### config.mk
export PLATFORM = sky130hd
export DESIGN_NAME = phase_unwrapper_flat
export DESIGN_NICKNAME = d
export VERILOG_FILES = /design/src/rtl/phase_unwrapper_if.sv /design/src/rtl/phase_unwrapper.sv /design/src/flat_wrapper.sv
export SDC_FILE = /design/constraint.sdc
export NUM_CORES = 1
export LEC_CHECK = 0
export BUFFER_PORTS_ARGS = -buffer_cell sky130_fd_sc_hd__buf_2
export CORE_AREA = 2 2 167 169
export CTS_CLUSTER_DIAMETER = 100
export DETAILED_ROUTE_END_ITERATION = 12
export DIE_AREA = 0 0 169 171
export SLEW_MARGIN = 20
export SYNTH_ARGS = -nofsm -noshare
export SYNTH_HDL_FRONTEND = slang
export SYNTH_SLANG_ARGS = --single-unit
### constraint.sdc
create_clock -name clk_i -period 12.6 [get_ports clk_i]
set_clock_uncertainty 0.05 [all_clocks]
set_input_delay 2.52 -clock clk_i [delete_from_list [all_inputs] [get_ports clk_i]]
set_output_delay 2.52 -clock clk_i [all_outputs]
set_load 0.02 [all_outputs]
### src/rtl/phase_unwrapper_if.sv
// rtl/phase_unwrapper_if.sv - sample and result signals between the CORDIC phase stage and the unwrapper
interface phase_unwrapper_if #(
  parameter int BIT_WIDTH = 24,
  parameter int TURN_BITS = 8
);
  localparam int OUT_W = BIT_WIDTH + TURN_BITS;

  logic signed [BIT_WIDTH-1:0] phi_i;
  logic                        valid_i;
  logic                        rezero_i;
  logic signed [OUT_W-1:0]     unwrapped_o;
  logic                        unwrapped_valid_o;
  logic signed [OUT_W-1:0]     avg_o;
  logic                        avg_valid_o;
  logic                        sat_o;

  modport master (
    output phi_i, valid_i, rezero_i,
    input  unwrapped_o, unwrapped_valid_o, avg_o, avg_valid_o, sat_o
  );

  modport slave (
    input  phi_i, valid_i, rezero_i,
    output unwrapped_o, unwrapped_valid_o, avg_o, avg_valid_o, sat_o
  );
endinterface

### src/rtl/phase_unwrapper.sv
// rtl/phase_unwrapper.sv - turns wrapped CORDIC phase into a continuous phase plus a block average
module phase_unwrapper #(
  parameter int BIT_WIDTH = 24,
  parameter int TURN_BITS = 8,
  parameter int LOG2_AVG  = 4
) (
  input  logic              clk_i,
  input  logic              rst_i,
  phase_unwrapper_if.slave  bus
);
  localparam int OUT_W = BIT_WIDTH + TURN_BITS;
  localparam int ACC_W = OUT_W + LOG2_AVG;
  localparam int CNT_W = LOG2_AVG + 1;
  localparam logic [CNT_W-1:0]       CNT_LAST = CNT_W'((1 << LOG2_AVG) - 1);
  localparam logic signed [OUT_W-1:0] OUT_MAX = {1'b0, {(OUT_W-1){1'b1}}};
  localparam logic signed [OUT_W-1:0] OUT_MIN = {1'b1, {(OUT_W-1){1'b0}}};

  typedef enum logic {ST_INIT, ST_TRACK} state_t;

  state_t                      state_q, state_d;
  logic signed [BIT_WIDTH-1:0] prev_q, prev_d;
  logic signed [BIT_WIDTH-1:0] delta;
  logic signed [OUT_W:0]       sum_wide;
  logic signed [OUT_W-1:0]     unwr_q, unwr_d;
  logic                        uv_q;
  logic                        restart_q, restart_d;
  logic                        sat_q, sat_d;
  logic                        pend_q, pend_d;

  logic signed [ACC_W-1:0]     acc_q, acc_base, acc_sum, avg_shift;
  logic [CNT_W-1:0]            cnt_q, cnt_base;
  logic signed [OUT_W-1:0]     avg_q;
  logic                        avg_valid_q;

  // Next-state and unwrap arithmetic: a half-turn step wraps to the negative code by two's complement truncation
  always_comb begin
    state_d   = state_q;
    prev_d    = prev_q;
    unwr_d    = unwr_q;
    sat_d     = sat_q;
    pend_d    = pend_q | bus.rezero_i;
    restart_d = 1'b0;
    delta     = bus.phi_i - prev_q;
    sum_wide  = (OUT_W+1)'(unwr_q) + (OUT_W+1)'(delta);
    if (bus.valid_i) begin
      prev_d = bus.phi_i;
      if (state_q == ST_INIT || pend_q || bus.rezero_i) begin
        unwr_d    = OUT_W'(bus.phi_i);
        state_d   = ST_TRACK;
        pend_d    = 1'b0;
        sat_d     = 1'b0;
        restart_d = 1'b1;
      end else if (sum_wide[OUT_W] != sum_wide[OUT_W-1]) begin
        unwr_d = sum_wide[OUT_W] ? OUT_MIN : OUT_MAX;
        sat_d  = 1'b1;
      end else begin
        unwr_d = sum_wide[OUT_W-1:0];
      end
    end
  end

  // State register and unwrapped output stage, one cycle after the accepted sample
  always_ff @(posedge clk_i) begin
    if (rst_i) begin
      state_q   <= ST_INIT;
      prev_q    <= '0;
      unwr_q    <= '0;
      uv_q      <= 1'b0;
      restart_q <= 1'b0;
      sat_q     <= 1'b0;
      pend_q    <= 1'b0;
    end else begin
      state_q   <= state_d;
      prev_q    <= prev_d;
      unwr_q    <= unwr_d;
      uv_q      <= bus.valid_i;
      restart_q <= restart_d;
      sat_q     <= sat_d;
      pend_q    <= pend_d;
    end
  end

  // A re-initialised sample starts a fresh block, so it sees an empty accumulator
  always_comb begin
    acc_base  = restart_q ? '0 : acc_q;
    cnt_base  = restart_q ? '0 : cnt_q;
    acc_sum   = acc_base + ACC_W'(unwr_q);
    avg_shift = acc_sum >>> LOG2_AVG;
  end

  // Block averager fed by the registered unwrapped value; reloads without a gap on the last sample
  always_ff @(posedge clk_i) begin
    if (rst_i) begin
      acc_q       <= '0;
      cnt_q       <= '0;
      avg_q       <= '0;
      avg_valid_q <= 1'b0;
    end else begin
      avg_valid_q <= 1'b0;
      if (uv_q) begin
        if (cnt_base == CNT_LAST) begin
          avg_q       <= avg_shift[OUT_W-1:0];
          avg_valid_q <= 1'b1;
          acc_q       <= '0;
          cnt_q       <= '0;
        end else begin
          acc_q <= acc_sum;
          cnt_q <= cnt_base + CNT_W'(1);
        end
      end
    end
  end

  assign bus.unwrapped_o       = unwr_q;
  assign bus.unwrapped_valid_o = uv_q;
  assign bus.avg_o             = avg_q;
  assign bus.avg_valid_o       = avg_valid_q;
  assign bus.sat_o             = sat_q;
endmodule

### src/flat_wrapper.sv
// flat-port wrapper written by rule: the top's interface ports become plain ports
module phase_unwrapper_flat 
#(
  parameter int BIT_WIDTH = 24,
  parameter int TURN_BITS = 8,
  parameter int LOG2_AVG  = 4
)
  (clk_i, rst_i, bus_phi_i, bus_valid_i, bus_rezero_i, bus_unwrapped_o, bus_unwrapped_valid_o, bus_avg_o, bus_avg_valid_o, bus_sat_o);
  phase_unwrapper_if #(.BIT_WIDTH(BIT_WIDTH), .TURN_BITS(TURN_BITS)) bus_i ();
  input  logic clk_i;
  input  logic rst_i;
  input wire logic [$bits(bus_i.phi_i)-1:0] bus_phi_i;
  input wire logic [$bits(bus_i.valid_i)-1:0] bus_valid_i;
  input wire logic [$bits(bus_i.rezero_i)-1:0] bus_rezero_i;
  output wire logic [$bits(bus_i.unwrapped_o)-1:0] bus_unwrapped_o;
  output wire logic [$bits(bus_i.unwrapped_valid_o)-1:0] bus_unwrapped_valid_o;
  output wire logic [$bits(bus_i.avg_o)-1:0] bus_avg_o;
  output wire logic [$bits(bus_i.avg_valid_o)-1:0] bus_avg_valid_o;
  output wire logic [$bits(bus_i.sat_o)-1:0] bus_sat_o;
  assign bus_i.phi_i = bus_phi_i;
  assign bus_i.valid_i = bus_valid_i;
  assign bus_i.rezero_i = bus_rezero_i;
  assign bus_unwrapped_o = bus_i.unwrapped_o;
  assign bus_unwrapped_valid_o = bus_i.unwrapped_valid_o;
  assign bus_avg_o = bus_i.avg_o;
  assign bus_avg_valid_o = bus_i.avg_valid_o;
  assign bus_sat_o = bus_i.sat_o;
  phase_unwrapper #(.BIT_WIDTH(BIT_WIDTH), .TURN_BITS(TURN_BITS), .LOG2_AVG(LOG2_AVG)) u_core (.clk_i(clk_i), .rst_i(rst_i), .bus(bus_i));
endmodule
==> flow_summary.toml <==
[outcome]
status = "completed"

[yosys]
syn_nets = 1430
synthesis.instances = 1307
yosysSeqAreaShare = 0.259
synthTopCellsByCount = "135 x dfxtp_1, 132 x nor2_1, 123 x a21oi_1"
synth_seq_cells = 135
syn-cell-area_sq_um = 10400
yosys.area.top_type = "dfxtp_1"
synth_area_leaders = "dfxtp_1 26%, ha_1 11%, a21oi_1 5.9%"
avgSynthCellArea_sq_um = 7.97
synth_edf_count = 0
yosysMostFrequentCell = "dfxtp_1"
ys.flop_type = "dfxtp_1"
synth_cell_types = 80
yosysTopAreaCellShare = 0.259
async_flop_share = 0
yosysWarnings = 0

[clock_tree]
clock_sinks = 135
cts_root_buffer = "clkbuf_16"
insertion_delay_ns = 0.43
htreeDepth = 4
cts_buffers = 17
cts_hold_buf = 0
post_cts_buffers = 0
cts_resized = 0
path_clk_slew_ns = 0.06
tritoncts = "done"
clockBufferDepth = 2

[route]
ant_nets = 0
drt-total-wl_microns = 29500
drt_iter0_markers = 557
dr.pass1.iters = 6
routedWlPerCell_microns = 17.1
vias_per_cell = 5.55
drc = 0
num_vias = 9580

[global_route]
grt_pass1_wl_microns = 48300
grt_max_degree = 77
grt_pass1_vias = 9435
grt_usage = 0.208
antenna_found_initial = 0
grt_overflow = 0

[layout]
syn2layout_area_growth_pct = 12.8
antenna_cells = 0
nets = 1491
drive_above_1_share = 0.140
multi_input_area_sq_um = 7230
regArea_sq_um = 2700
utilization = 0.430
fill_cells = 2842

[timing]
final.period_utilization = 0.617
tns_ns = 0
finalSetupViolCount = 0
max_freq_mhz = 129
min_period_ns = 7.78
relSlewSlack = 0.370
finalMaxSlewViolations = 0
hold_viol = 0
rsz0062_at_grt = "false"
worst_pin_slew_ns = 0.945

[pwr]
leakage_uw = 0.00525
ir_drop_uv = 69.3
p_per_area_nw_per_um2 = 128

[worst_setup_path]
ff2ff_setup_slack_ns = 6.63
worstSetupEndpointType = "flip-flop"
crit_type = "in -> reg"
reg2reg_depth = 21
cp_max_fo = 23
worstSetupStartpointType = "primary input"
cp.required_ns = 12.81
worstPathArrival_ns = 7.99

[placement]
post-dp-hpwl_microns = 21600
io_buffers = 94
gp_congestion = 0.902

[floorplan]
core_sq_um = 27300
die_y_microns = 171
start_util = 0.381
num_rows = 61
dieArea_sq_um = 28900
io_pins = 95
fp.dieW_microns = 169

[flow_run]
maxCapViolCount = 0

[worst_hold_path]
min_path_type = "reg -> reg"
hold_depth = 2
[state kept, by name (all words and copies together), names as in the netlist, 5 cells and up]
| signal | cells |
|---|---|
| u_core.acc_q | 36 |
| u_core.bus.avg_o | 32 |
| u_core.bus.unwrapped_o | 32 |
| u_core.cnt_q | 5 |
| u_core.prev_q | 24 |
[metal layers]
metal	global-route usage	up-vias	wire length (microns)
li1	-	4814	-
met1	0.268	4517	14000
met2	0.359	199	13900
met3	0.0287	50	873
met4	0.0639	0	746
met5	0	-	0
[area by class of cell]
type | instances | share of cell area
Sequential cell | 135 | 0.230
Clock buffer | 18 | 0.0374
Tap cell | 346 | 0.0368
Timing Repair Buffer | 103 | 0.0460
Clock inverter | 14 | 0.0155
Inverter | 61 | 0.0195
Multi-Input combinational cell | 1050 | 0.615
[critical path: stages]
cell	delay, ns
buf_2	0.13
ha_1	0.27
nor2b_1	0.11
o21ai_0	0.10
a21boi_0	0.24
o21ai_0	0.14
a21oi_1	0.46
a31oi_1	0.23
or4_1	0.59
nand3_1	0.09
nand3b_1	0.36
ha_1	0.55
and3_1	0.22
nor3b_2	0.32
nand2_1	0.10
o22ai_1	0.18
a41oi_1	0.08
and3b_1	0.24
a221o_4	0.63
a21boi_4	0.30
a211oi_1	0.10
[cells by family after synthesis]
group | count (synthesis) | synth area share
buf+inv | 122 | 0.0467
fa+ha+maj | 95 | 0.116
compound gates | 398 | 0.273
simple gates | 451 | 0.211
xor+xnor | 78 | 0.0656
mux | 28 | 0.0274
flops | 135 | 0.259
[worst paths after layout]
kind	from	end
max	bus_phi_i[1]	u_core.bus.unwrapped_o[26]
max reg2reg	u_core.prev_q[1]	u_core.bus.unwrapped_o[26]
min	u_core.bus.avg_o[11]	u_core.bus.avg_o[11]
min reg2reg	u_core.bus.avg_o[11]	u_core.bus.avg_o[11]
[report_power, final]
part | total (uW) | switching [uW] | internal, uW
clock | 535 | 228 | 307
combinational | 494 | 306 | 189
sequential | 470 | 22.9 | 447
[placed cells by master (no fill, tap or decap), types with 16 or more instances in the layout]
| cell | instances |
|---|---|
| clkbuf_16 | 17 |
| inv_1 | 61 |
| a21oi_1 | 123 |
| nand3_1 | 40 |
| a21o_1 | 48 |
| xor2_1 | 23 |
| a21oi_2 | 22 |
| xnor2_1 | 55 |
| a211oi_1 | 20 |
| o21ai_0 | 49 |
| mux2i_1 | 27 |
| nand2b_1 | 31 |
| buf_2 | 93 |
| nand2_1 | 105 |
| nor2b_1 | 58 |
| nor3_1 | 17 |
| o32ai_2 | 16 |
| dfxtp_1 | 135 |
| nor2_1 | 132 |
| ha_1 | 92 |
[through the flow]
step           area (sq um)  hold slack [ns]  worst slack (ns)  power (uW)  instances
3_5_place_dp          11100            0.393              4.37         967       1695
2_1_floorplan         10400            0.367              5.57         855       1307
6_report              11800            0.401              4.82        1500       1727
3_3_place_gp          11100            0.380              4.50         966       1695
5_1_grt               11800            0.423              4.41        1580       1727
4_1_cts               11800            0.403              4.80        1510       1727
Power figures use the tool's default switching activity.
